### config.mk
export PLATFORM = sky130hd
export DESIGN_NAME = halt_ctrl
export DESIGN_NICKNAME = d
export VERILOG_FILES = /design/src/rtl/halt_ctrl_pkg.sv /design/src/rtl/halt_ctrl.sv
export SDC_FILE = /design/constraint.sdc
export NUM_CORES = 1
export LEC_CHECK = 0
export ABC_AREA = 0
export CORE_MARGIN = 4
export CORE_UTILIZATION = 47
export CTS_CLUSTER_DIAMETER = 150
export DETAILED_ROUTE_END_ITERATION = 6
export GPL_TIMING_DRIVEN = 0
export PLACE_DENSITY_LB_ADDON = 0.2
export SYNTH_ARGS = -nofsm -noshare
export SYNTH_HDL_FRONTEND = slang
export SYNTH_SLANG_ARGS = --single-unit
export TNS_END_PERCENT = 100
### constraint.sdc
create_clock -name clk -period 4.25 [get_ports clk]
set_clock_uncertainty 0.1 [all_clocks]
set_input_delay 0.6375 -clock clk [delete_from_list [all_inputs] [get_ports clk]]
set_output_delay 0.6375 -clock clk [all_outputs]
set_load 0.005 [all_outputs]
### src/rtl/halt_ctrl_pkg.sv
// Shared types and constants for the halt controller.
package halt_ctrl_pkg;

    // Run/stop state of the controller.
    typedef enum logic [1:0] {
        ST_RUN    = 2'd0,
        ST_DRAIN  = 2'd1,
        ST_HALTED = 2'd2
    } state_t;

    // Word address a program stores to when it exits.
    localparam logic [31:0] TOHOST_ADDR_DEFAULT = 32'h0000_1000;

    // Exit store data that marks a passing run.
    localparam logic [31:0] PASS_VALUE = 32'h0000_0001;

endpackage

### src/rtl/halt_ctrl.sv
// Halt controller: watches the CPU store bus for a tohost exit, an external
// stop request or a watchdog expiry, drains for a fixed number of cycles with
// halt asserted, then reports done with the latched exit information.
//
// Handshake: there is no valid/ready pair here. A store is taken as an event
// in the cycle mem_we is high; ext_halt_req is a level sampled every RUN cycle.
module halt_ctrl
    import halt_ctrl_pkg::*;
#(
    parameter logic [31:0] TOHOST_ADDR    = TOHOST_ADDR_DEFAULT,
    parameter logic [31:0] TIMEOUT_CYCLES = 32'd2000,
    parameter int unsigned DRAIN_CYCLES   = 2
) (
    input  logic        clk,
    input  logic        rst,
    input  logic        mem_we,
    input  logic [31:0] mem_addr,
    input  logic [31:0] mem_wdata,
    input  logic        ext_halt_req,
    output logic        halt,
    output logic        done,
    output logic [30:0] exit_code,
    output logic        pass,
    output logic        timeout,
    output logic [31:0] cycle_count
);

    // Drain counter starts at DRAIN_CYCLES-1 so done follows halt by
    // exactly DRAIN_CYCLES edges.
    localparam logic [7:0]  DRAIN_LOAD = 8'(DRAIN_CYCLES - 1);
    localparam logic [31:0] WDOG_LAST  = TIMEOUT_CYCLES - 32'd1;

    state_t      state;
    state_t      state_nxt;
    logic [7:0]  drain_cnt;
    logic        load_drain;

    logic        exit_store;
    logic        wdog_hit;
    logic        stop_any;

    // Event decode; only meaningful while in RUN.
    assign exit_store = mem_we && (mem_addr == TOHOST_ADDR) && mem_wdata[0];
    assign wdog_hit   = (TIMEOUT_CYCLES != 32'd0) && (cycle_count == WDOG_LAST);
    assign stop_any   = exit_store || ext_halt_req || wdog_hit;

    // halt and done are decoded straight from the state flop, so they carry
    // no combinational path from any input.
    assign halt = (state != ST_RUN);
    assign done = (state == ST_HALTED);

    // State register.
    always_ff @(posedge clk or posedge rst) begin
        if (rst) begin
            state <= ST_RUN;
        end else begin
            state <= state_nxt;
        end
    end

    // Next-state logic and drain-counter load request.
    always_comb begin
        state_nxt  = state;
        load_drain = 1'b0;
        case (state)
            ST_RUN: begin
                if (stop_any) begin
                    state_nxt  = ST_DRAIN;
                    load_drain = 1'b1;
                end
            end
            ST_DRAIN: begin
                if (drain_cnt == 8'd0) begin
                    state_nxt = ST_HALTED;
                end
            end
            ST_HALTED: begin
                state_nxt = ST_HALTED;
            end
            default: begin
                state_nxt = ST_RUN;
            end
        endcase
    end

    // Drain down-counter: loaded on the stop edge, counts down in DRAIN.
    always_ff @(posedge clk or posedge rst) begin
        if (rst) begin
            drain_cnt <= 8'd0;
        end else if (load_drain) begin
            drain_cnt <= DRAIN_LOAD;
        end else if ((state == ST_DRAIN) && (drain_cnt != 8'd0)) begin
            drain_cnt <= drain_cnt - 8'd1;
        end
    end

    // Run-cycle counter; the increment at the stop edge is kept, then it freezes.
    always_ff @(posedge clk or posedge rst) begin
        if (rst) begin
            cycle_count <= 32'd0;
        end else if (state == ST_RUN) begin
            cycle_count <= cycle_count + 32'd1;
        end
    end

    // Result latch: only the highest-priority stop event updates the outputs.
    always_ff @(posedge clk or posedge rst) begin
        if (rst) begin
            exit_code <= 31'd0;
            pass      <= 1'b0;
            timeout   <= 1'b0;
        end else if (state == ST_RUN) begin
            if (exit_store) begin
                exit_code <= mem_wdata[31:1];
                pass      <= (mem_wdata == PASS_VALUE);
            end else if (ext_halt_req) begin
                exit_code <= 31'd0;
                pass      <= 1'b0;
            end else if (wdog_hit) begin
                timeout   <= 1'b1;
            end
        end
    end

endmodule

Word level (Yosys, flattened, before mapping)
Index checks and enable logic that the tools add are counted.
{ "totals": {"reg_bits": 75} }
{ "classes": {"n_addsub": 2, "eq_ne": 7, "n_mux": 11, "bitwise": 2, "n_reduce_logical": 14} }
{ "ops": {"columns": ["cell", "n"], "rows": [
  ["$mux W31", 2],
  ["$add A32 B1 Y32 const B", 1],
  ["$eq A32 B1 Y1 const B", 1],
  ["$eq A32 B11 Y1 const B", 1],
  ["$eq A32 B13 Y1 const B", 1],
  ["$mux W8", 2],
  ["$logic_not A8 Y1", 1],
  ["$reduce_bool A8 Y1", 1],
  ["$sub A8 B1 Y8 const B", 1],
  ["$pmux W2 S3", 1],
  ["$reduce_bool A2 Y1", 3],
  ["$mux W1", 4],
  ["$mux W2", 2],
  ["$ne A2 B2 Y1 const B", 2],
  ["$reduce_and A2 Y1", 2],
  ["$reduce_and A4 Y1", 1],
  ["$logic_and A1 B1 Y1", 3],
  ["$eq A2 B1 Y1 const B", 1],
  ["$eq A2 B2 Y1 const B", 1],
  ["$logic_not A2 Y1", 1],
  ["$logic_or A1 B1 Y1", 2],
  ["$not A1 Y1", 2]
]} }

Longest topological paths before layout
{ "depth": {"word_depth": 8, "ltp_mapped": 8, "mapped_depth_nobuf": 7} }

Worst setup path after synthesis
No wires, ideal clock.
{ "synth_timing": {"path_type": "input port to flip-flop", "start": "input port mem_addr[24]", "end": "register exit_code[0]", "arrival_ns": 1.837, "required_time_ns": 4.029, "path_slack_ns": 2.192, "path_stages": 6, "path_cell_list": "nor4b_1 > nand4_1 > nor3_2 > o21ai_2 > buf_2 > a22o_1"} }
{ "synth_via": {"elab_chain_len": 5} }
{ "synth_rtl": {"columns": ["item", "line", "text"], "rows": [
  ["start, declared", "halt_ctrl.sv:17", "input logic [31:0] mem_addr,"],
  ["$eq A32 B13 Y1 (*)", "halt_ctrl.sv:43", "assign exit_store = mem_we && (mem_addr == TOHOST_ADDR) && mem_wdata[0];"],
  ["$logic_and A1 B1 Y1 (*) (2 in series)", "halt_ctrl.sv:43", null],
  ["$reduce_bool A2 Y1 (no source line)", null, null],
  ["$reduce_and A2 Y1 (no source line)", null, null],
  ["end signal, assigned", "halt_ctrl.sv:114", "exit_code <= mem_wdata[31:1];"],
  ["end, declared", "halt_ctrl.sv:22", "output logic [30:0] exit_code,"]
]} }
Mark *: on every way between the ends. The rest lies on a longest branch, timed or not.
A chain may end at the register's enable or synchronous reset.

Worst setup path after layout
{ "layout_timing": {"start": "register state[1]", "end": "output port halt"} }
{ "layout_via": {"elab_chain_len": 1} }
{ "layout_rtl": {"columns": ["item", "line", "text"], "rows": [
  ["start, declared", "halt_ctrl.sv:33", "state_t state;"],
  ["start signal, assigned", "halt_ctrl.sv:57", "state <= state_nxt;"],
  ["$reduce_bool A2 Y1", "halt_ctrl.sv:49", "assign halt = (state != ST_RUN);"],
  ["end, declared", "halt_ctrl.sv:20", "output logic halt,"]
]} }
No other way between the ends.

==> impl_summary.log <==
INFO  metric h-tree-depth = 3
INFO  metric tritoncts_clock_tree = done
INFO  metric synth.ff_latch_count = between 70 and 80
INFO  metric port-buffer-count = around 130
INFO  metric routed_wirelength = about 9000 microns
INFO  metric outcome = finished, final reports clean
INFO  metric globalRouteTotalUtil = between 20 and 25%
INFO  metric wl_per_instance = ~17 microns
INFO  metric post_cts.repair.setup_buffers = 0
INFO  metric fin_hold_ws = ~400 ps
INFO  metric drt_iter0_drc = approximately 90
INFO  metric die_height = between 90 and 100 microns
INFO  metric gp_congestion = around 0.80
INFO  metric max-slew-margin-rel = approximately 64%
INFO  metric clock_insertion_delay_worst_skew = between 300 and 400 ps
INFO  metric synth_enable_flop_cells = 0
INFO  metric yosysUniqueCellTypes = approximately 40
INFO  metric synth_async_sr_flop_share = 100%
INFO  metric worstPathArrival = 1840 ps
INFO  metric sort_of_element_at_the_start_of_the_critical_path = flip-flop
INFO  metric post-dp-hpwl = between 6000 and 7000 microns
INFO  metric synthesis.instances = 281
INFO  metric clock_tree.buffer_depth = 2
INFO  metric fin_crit_sh = between 60% and 70%
INFO  metric final_cell_mix = clkdlybuf4s50_1, dfrtp_1, a22o_1
INFO  metric cts_buffers = 9
INFO  metric post_cts_resized = 0
INFO  metric cp.required = roughly 3500 ps
INFO  metric clk_pin_slew = approximately 80 ps
INFO  metric report.final.slew_viol_count = 0
INFO  metric setup_ws = about 1700 ps
INFO  metric max_cap_viol_count = 0
INFO  metric design.core.area = roughly 0.007 sq mm
INFO  metric grt_max_degree = 70
INFO  metric final_common_cell = clkdlybuf4s50_1
INFO  metric critical_path_class = flip-flop to primary output
INFO  metric die-area = slightly below 0.009 sq mm
INFO  metric grt_remaining_overflow = 0
INFO  metric boundaryPins = 135
INFO  metric detail_route.first_pass.iterations = 4
INFO  metric clock_sink_total = 75
INFO  metric mappedNetlistNets = around 360
INFO  metric flow.area_growth_from_synthesis = 50.1%
INFO  metric placedCellCount = 512
INFO  metric vias_in_the_first_global_route = around 3000
INFO  metric setup-violations-final = 0
INFO  metric hold_path.class = flip-flop to flip-flop
INFO  metric yosysSeqAreaShare = a little under three fifths
INFO  metric antenna_found_initial = 0
INFO  metric drive_above_1_share = slightly above 10%
INFO  metric ant_nets = 0
INFO  metric dp_worst_setup_slack = approximately 1400 ps
INFO  metric std_cell_rows = 30
INFO  metric p_per_area = between 300 and 400 mW/mm^2
INFO  metric yosys_warnings = 0
INFO  metric mappedNetlistArea = about 0.0034 sq mm
INFO  metric layout.filler_cells = between 500 and 600
INFO  metric postSynth.topFlopCell = dfrtp_1
INFO  metric die-width = 93.2 microns
INFO  metric period_needed = 2580 ps
INFO  metric layoutNonFillerInstCount = 528
INFO  metric syn_avg_cell_area = approximately 12 sq um
INFO  metric num_antenna_cells = 0
INFO  metric min-delay-start = cycle_count[10]$_DFFE_PP0P_
INFO  metric regToRegStartpoint = state[1]$_DFFE_PP0P_
INFO  metric timing.critical_path.to_type = primary output
INFO  metric setup.worst_path.start = state[1]$_DFFE_PP0P_
INFO  metric rsz0062_at_grt = no
INFO  metric ctsRootBufferMaster = clkbuf_8
INFO  metric layout.nets = 501
INFO  metric post_cts_hold_buffer_count = 0
INFO  metric routed-via-count = approximately 2800
INFO  metric worst_slew_pin_slew = approximately 530 ps
INFO  metric cp_max_fo = 10
INFO  metric max_freq = approximately 0.39 GHz
INFO  metric cellLeakagePower = 2.20 nW
INFO  metric drc = 0
INFO  metric final_layout_setup_total_negative_slack = 0 ps
INFO  metric worst_ir_drop_vdd = 428 uV
INFO  metric start_util = approximately half
INFO  metric avgViaCountPerCell = between 5 and 6
INFO  metric grt_first_pass_wirelength = 14800 microns
INFO  metric final_hold_viol_count = 0
## registers in the layout, summed over array words and instances (netlist names)
register     flops
cycle_count     32
exit_code       31
drain_cnt        8
state            2
pass             1
timeout          1
## worst max-delay path, cell delays in order, from the launching register on
cell and delay [ps]:
dfrtp_1 390, inv_1 70, ha_1 190, buf_2 190, inv_1 140, clkdlybuf4s50_1 520
## metal layers
layer  up-vias  global-route usage [%]  share of wire (%)
met3        16                    4.91                6.4
met4         0                    7.69                1.8
li1       1337                       -                  -
met2        88                    34.0                 47
met1      1366                    29.0                 44
met5         -                       0                  0
## Yosys cell counts, drive strengths merged (6+ instances only)
| master | count | area, sq um |
|---|---|---|
| dfrtp | 75 | 1880 |
| a22o | 32 | 280 |
| xnor2 | 25 | 219 |
| nor4 | 20 | 153 |
| nor2 | 17 | 63.8 |
| nand4 | 16 | 121 |
| nand2 | 13 | 48.8 |
| nand3 | 13 | 70.1 |
| xor2 | 12 | 105 |
| inv | 9 | 33.8 |
| buf | 8 | 40.0 |
| ha | 6 | 75.1 |
| nor3 | 6 | 57.6 |
## final cells by class
cell class | instances | area [sq um] | area share (%)
Timing Repair Buffer | 135 | 1370 | 26.8
Sequential cell | 75 | 1880 | 36.7
Clock inverter | 7 | 92.6 | 1.81
Multi-Input combinational cell | 188 | 1450 | 28.4
Buffer | 8 | 40.0 | 0.783
Inverter | 10 | 40.0 | 0.783
Clock buffer | 9 | 124 | 2.42
Tap cell | 96 | 120 | 2.35
## logic make-up after synthesis
logic type / after synthesis / synth area share, %
xor+xnor: 37 / 9.51
buf+inv: 18 / 2.28
fa+ha+maj: 6 / 2.20
flops: 75 / 55.1
mux: 2 / 0.771
simple gates: 101 / 19.2
compound gates: 42 / 11.0
## stage by stage
stage / power [mW] / instance area, sq um / utilization [%]
after floorplan: 1.16 / 3410 / -
after global placement: 1.37 / 4870 / 70.5
after detailed placement: 1.39 / 4900 / 70.9
after CTS: 1.98 / 5120 / 74.1
after global routing: 2.09 / 5120 / 74.1
final: 1.96 / 5120 / 74.1
## path summary, 6_finish.rpt
| check | slack (ps) | cells past startpoint | to |
|---|---|---|---|
| worst max-delay path | 1670 | 5 | halt |
| min in group asynchronous | 430 | 2 | cycle_count[25]$_DFFE_PP0P_ |
| worst min register to register | 390 | 1 | cycle_count[10]$_DFFE_PP0P_ |
| max in group asynchronous | 3080 | 3 | cycle_count[7]$_DFFE_PP0P_ |
| worst max register to register | 1990 | 8 | cycle_count[22]$_DFFE_PP0P_ |
| worst min-delay path | 390 | 1 | cycle_count[10]$_DFFE_PP0P_ |
## power by group
group          switching (mW)  leakage (nW)  total [mW]  internal, mW
clock network           0.260         0.113       0.589         0.329
registers              0.0949          1.03       0.874         0.779
logic                   0.235          1.06       0.502         0.267
Note: power is estimated with default switching activity, not from simulation.
